==> src/rtl/ifetch_queue.sv <==
// Instruction fetch queue: issues in-order fetches for the current pc,
// tags returned instructions with their pc and hands them to decode.
// A flush discards queued entries and arranges for in-flight responses
// to be dropped as they return.
module ifetch_queue #(
  parameter int WIDTH = 32,
  parameter int DEPTH = 4
) (
  input  logic             clk,
  input  logic             rst,
  input  logic [WIDTH-1:0] pc,
  output logic             pc_advance,
  input  logic             flush,
  output logic             imem_req_valid,
  input  logic             imem_req_ready,
  output logic [WIDTH-1:0] imem_req_addr,
  input  logic             imem_rsp_valid,
  input  logic [WIDTH-1:0] imem_rsp_data,
  output logic             out_valid,
  input  logic             out_ready,
  output logic [WIDTH-1:0] out_instr,
  output logic [WIDTH-1:0] out_pc
);

  localparam int AW = $clog2(DEPTH);
  localparam int CW = AW + 1;
  localparam logic [CW:0] DEPTH_C = (CW+1)'(DEPTH);

  // Queue pointers and occupancy counters
  logic [AW-1:0]    alloc_ptr_reg;
  logic [AW-1:0]    fill_ptr_reg;
  logic [AW-1:0]    head_ptr_reg;
  logic [CW-1:0]    alloc_cnt_reg;
  logic [CW-1:0]    drop_cnt_reg;

  // Entry storage
  logic [WIDTH-1:0] entry_pc_reg     [DEPTH];
  logic [WIDTH-1:0] entry_instr_reg  [DEPTH];
  logic             entry_filled_reg [DEPTH];

  logic             credit_ok;
  logic             accept;
  logic             pop;
  logic             rsp_drop;
  logic             rsp_fill;
  logic [CW-1:0]    filled_cnt;
  logic [CW-1:0]    unfilled_cnt;
  logic [CW-1:0]    flush_sum;
  logic [CW-1:0]    flush_drop;

  // Request side: credits come from registered counts only, so a pop
  // this cycle frees a slot for issue only on the next cycle.
  always_comb begin
    credit_ok      = ({1'b0, alloc_cnt_reg} + {1'b0, drop_cnt_reg}) < DEPTH_C;
    imem_req_valid = rst && !flush && credit_ok;
    accept         = imem_req_valid && imem_req_ready;
    pc_advance     = accept;
    imem_req_addr  = pc;
  end

  // Output side: head entry is presented once its response is registered
  always_comb begin
    out_valid = rst && !flush && (alloc_cnt_reg != '0) && entry_filled_reg[head_ptr_reg];
    pop       = out_valid && out_ready;
    out_pc    = entry_pc_reg[head_ptr_reg];
    out_instr = entry_instr_reg[head_ptr_reg];
  end

  // Count allocated entries still waiting for their response; filled bits
  // are only ever set on allocated entries, so a popcount is exact even
  // when the pointers alias on a full queue.
  always_comb begin
    filled_cnt = '0;
    for (int i = 0; i < DEPTH; i++) begin
      filled_cnt = filled_cnt + CW'(entry_filled_reg[i]);
    end
    unfilled_cnt = alloc_cnt_reg - filled_cnt;
  end

  // Response routing and the drop count carried across a flush
  always_comb begin
    rsp_drop  = imem_rsp_valid && (drop_cnt_reg != '0);
    rsp_fill  = imem_rsp_valid && !rsp_drop && (unfilled_cnt != '0) && !flush;
    flush_sum = drop_cnt_reg + unfilled_cnt;
    if (imem_rsp_valid && (flush_sum != '0)) begin
      flush_drop = flush_sum - CW'(1);
    end else begin
      flush_drop = flush_sum;
    end
  end

  // Pointer and counter update
  always_ff @(posedge clk or negedge rst) begin
    if (!rst) begin
      alloc_ptr_reg <= '0;
      fill_ptr_reg  <= '0;
      head_ptr_reg  <= '0;
      alloc_cnt_reg <= '0;
      drop_cnt_reg  <= '0;
    end else if (flush) begin
      alloc_ptr_reg <= '0;
      fill_ptr_reg  <= '0;
      head_ptr_reg  <= '0;
      alloc_cnt_reg <= '0;
      drop_cnt_reg  <= flush_drop;
    end else begin
      if (accept) alloc_ptr_reg <= alloc_ptr_reg + AW'(1);
      if (rsp_fill) fill_ptr_reg <= fill_ptr_reg + AW'(1);
      if (pop) head_ptr_reg <= head_ptr_reg + AW'(1);
      alloc_cnt_reg <= alloc_cnt_reg + CW'(accept) - CW'(pop);
      if (rsp_drop) drop_cnt_reg <= drop_cnt_reg - CW'(1);
    end
  end

  // Per-entry storage; accept, fill and pop always target distinct slots
  generate
    for (genvar gi = 0; gi < DEPTH; gi++) begin : g_entry
      // Entry gi: capture pc on allocate, instruction on fill, clear on pop
      always_ff @(posedge clk or negedge rst) begin
        if (!rst) begin
          entry_pc_reg[gi]     <= '0;
          entry_instr_reg[gi]  <= '0;
          entry_filled_reg[gi] <= 1'b0;
        end else if (flush) begin
          entry_filled_reg[gi] <= 1'b0;
        end else begin
          if (accept && (alloc_ptr_reg == AW'(gi))) begin
            entry_pc_reg[gi]     <= pc;
            entry_filled_reg[gi] <= 1'b0;
          end
          if (rsp_fill && (fill_ptr_reg == AW'(gi))) begin
            entry_instr_reg[gi]  <= imem_rsp_data;
            entry_filled_reg[gi] <= 1'b1;
          end
          if (pop && (head_ptr_reg == AW'(gi))) begin
            entry_filled_reg[gi] <= 1'b0;
          end
        end
      end
    end
  endgenerate

endmodule
==> config.mk <==
export PLATFORM = sky130hd
export DESIGN_NAME = ifetch_queue
export DESIGN_NICKNAME = d
export VERILOG_FILES = /design/src/rtl/ifetch_queue.sv
export SDC_FILE = /design/constraint.sdc
export NUM_CORES = 1
export LEC_CHECK = 0
export BUFFER_PORTS_ARGS = -buffer_cell sky130_fd_sc_hd__buf_2
export CAP_MARGIN = 15
export CELL_PAD_IN_SITES_DETAIL_PLACEMENT = 1
export CELL_PAD_IN_SITES_GLOBAL_PLACEMENT = 2
export CORE_UTILIZATION = 30
export DETAILED_ROUTE_END_ITERATION = 7
export GPL_ROUTABILITY_DRIVEN = 0
export MAX_ROUTING_LAYER = met4
export PLACE_DENSITY_LB_ADDON = 0.1
export SLEW_MARGIN = 10
export SYNTH_ARGS = -nofsm -noshare
export SYNTH_HDL_FRONTEND = slang
export SYNTH_SLANG_ARGS = --single-unit
==> constraint.sdc <==
create_clock -name clk -period 7.14 [get_ports clk]
set_input_delay 1.785 -clock clk [delete_from_list [all_inputs] [get_ports clk]]
set_output_delay 1.785 -clock clk [all_outputs]
set_load 0.01 [all_outputs]
==> flow_summary.yaml <==
outcome:
  status: "finished, final reports clean"
critical_path:
  critPathArrivalTime_ns: 3.63
  slowest_delay_ns: 0.69
  regToRegEndpoint: "entry_instr_reg[15]$_DFFE_PN0P_"
  rrSetupSlack_ns: 2.51
  path_class: "in2out"
  cp_max_fo: 54
  worst-path-buf-inv: 2
  crit_family: "simple AND/OR/NAND/NOR gates"
  start_kind: "primary input"
  crit_path_end_kind: "output port"
  crit_required_ns: 5.36
  worstPathCellList: "buf_8 -> or4b_1 -> nor4b_4 -> buf_2"
  crit_start: "rst"
  reg2reg_from: "entry_filled_reg[1]$_DFFE_PN0P_"
  reg2reg_depth: 9
  cp_slowest_cell: "or4b_1"
synthesis:
  yosysTopAreaCellShare: 0.5377
  yosys-top-cells-area: "dfrtp_1 54%, mux2_2 20%, mux4_2 12%"
  synth.area.mux_share: 0.3564
  syn_area_per_cell_um2: 16.17
  synth-compound-area-share: 0.006820
  syn_area_um2: 12660
  synth_seq_area_share: 0.5377
  synth_top_family_by_area: "multiplexers"
  syn-num-nets: 881
  yosysTopAreaCell: "dfrtp_1"
  synthSimpleGateAreaFrac: 0.01927
  yosys_warnings: 0
  synth_cell_types: 34
  synth_cells: 783
  synth-adder-area-share: 0.03182
  ys_ff_latch: 272
  synth_xor_area_frac: 0.006918
drt:
  first_pass_iters: 4
  wirelength_um: 29930
  drc: 0
  drtIter0Drc: 198
  num_vias: 7021
  drtAntennaViolNets: 0
  vias_per_cell: 4.725
  wl_per_cell_um: 20.14
floorplanning:
  rows: 74
  ios: 169
  die_h_um: 207.4
  start_util: 0.3073
  coreArea_um2: 41200
  dieArea_um2: 43030
  fp.dieW_um: 207.4
cells_and_area:
  layout_commonest_cell: "dfrtp_1"
  fin_util: 0.3638
  final_cell_mix: "270 x dfrtp_1, 226 x mux2_2, 167 x buf_2, 65 x mux4_2, 37 x clkbuf_16"
  nFillCells: 4177
  area_delta_synth_final_pct: 18.39
  nets: 1023
  stdcell_count: 1486
  layout-drive-gt1-share: 0.5975
clocking:
  cts_root_buf: "clkbuf_16"
  cts_buffers: 35
  cts.sinks: 272
  cts.clk_slew.worst_paths_ns: 0.05
  h-tree-depth: 2
  cts_tree: "done"
  ctsHoldBuffers: 0
  clk_latency_ns: 0.53
  ctsResizeCount: 0
  cts_setup_buffers: 0
  ctsLongestPathBuffers: 3
placed_design:
  dp.cells: 1420
  port_buffers: 168
  dp_hpwl_um: 17990
global_route:
  antenna_found_initial: 5
  grt_usage: 0.1505
  grt_remaining_overflow: 0
  grt_pass1_vias: 8022
  grt_max_degree: 62
  grt_pass1_wl_um: 48670
power_and_ir_drop:
  p_sw_mw: 1.228
  swShare: 0.2675
  seqPwrFrac: 0.414
  internal-power_mw: 3.362
  ir_drop_uv: 119.1
  leakagePower_nw: 7.366
  power.density_nw_per_um2: 306.2
  comb_power_share: 0.218
  clockPowerShare: 0.368
timing:
  slew_headroom: 0.3032
  tightest_slew_ns: 1.042
  fin_skew_ns: 0.01787
  fin_crit_sh: 0.7586
  final-max-slew-violation-count: 0
  fmax_mhz: 184.6
  rsz0062_at_grt: "false"
  hold_viol: 0
  setup_violations: 0
  finalSetupTns_ns: 0
  finalCriticalPeriod_ns: 5.416
min_path:
  hold_end: "entry_pc_reg[63]$_DFFE_PN0P_"
  hold_start: "entry_pc_reg[63]$_DFFE_PN0P_"
  hold_path_class: "reg2reg"
  holdPathStages: 1
run:
  drv_cap: 0
power groups by stage:
stage          registers [mW]  logic, mW  clock network, mW
6_report                 1.90      0.999               1.69
5_1_grt                  1.93       1.10               1.82
4_1_cts                  1.90       1.02               1.76
3_5_place_dp             1.93       1.02                  0
3_3_place_gp             1.93       1.01                  0
2_1_floorplan            1.88      0.661                  0
how the worst max path moves through the flow:
stage / end / cells after the start
2_1_floorplan: pc_advance / 3
3_3_place_gp: pc_advance / 4
3_5_place_dp: pc_advance / 4
4_1_cts: pc_advance / 4
5_1_grt: pc_advance / 4
6_report: pc_advance / 4
cell usage after synthesis:
cell	n
a211o_1	1
a211oi_1	2
a21oi_1	3
a22oi_1	4
and3_1	2
and4_1	1
buf_1	14
buf_2	14
buf_4	32
buf_6	3
clkbuf_1	13
dfrtp_1	272
fa_1	7
ha_1	21
inv_1	20
mux2_1	2
mux2_2	226
mux2_4	30
mux2i_1	3
mux4_2	65
nand2_1	10
nand2_2	1
nand3b_1	1
nor2_1	7
nor2b_1	5
nor3_1	2
nor4_2	3
nor4b_4	1
o21ai_0	2
o31ai_1	1
or3_1	1
or3b_2	3
or4b_1	1
xnor2_1	10
cell type report:
type                            count  area (um2)  area share
Sequential cell                   272        6814      0.4546
Tap cell                          532       665.6     0.04441
Clock inverter                      6       30.03    0.002004
Inverter                           20       75.07    0.005009
Multi-Input combinational cell    415        5369      0.3582
Clock buffer                       55        1074     0.07163
Timing Repair Buffer              181       948.4     0.06328
Antenna cell                        5       12.51   0.0008348
layer usage:
layer	wire length [um]	vias up	part of all wire	GRT usage
li1	-	3130	-	-
met1	13330	3721	0.45	0.1885
met2	14480	126	0.48	0.2373
met3	1507	44	0.050	0.03843
met4	602	0	0.020	0.04889
met5	0	-	0	-
metrics by stage:
| stage | area, um2 | hold slack [ns] | power, mW | setup slack, ns |
|---|---|---|---|---|
| detailed placement | 13870 | 0.4715 | 2.946 | 1.660 |
| floorplan | 12660 | 0.4524 | 2.542 | 2.427 |
| global placement | 13870 | 0.4674 | 2.934 | 1.699 |
| finish | 14990 | 0.4769 | 4.589 | 1.724 |
| CTS | 14980 | 0.4831 | 4.689 | 1.651 |
| global route | 14990 | 0.5020 | 4.858 | 1.537 |
kinds of logic (layout without fill, tap and decap cells):
group / Yosys count / in the layout
adders and majority gates: 28 / 28
AOI/OAI and AO/OA: 13 / 13
DFF: 272 / 272
and+or+nand+nor: 38 / 38
muxes: 326 / 326
other: 0 / 5
xor gates and xnor gates: 10 / 10
buffers and inverters: 96 / 262
No activity file was read; power rests on OpenSTA's default activity.
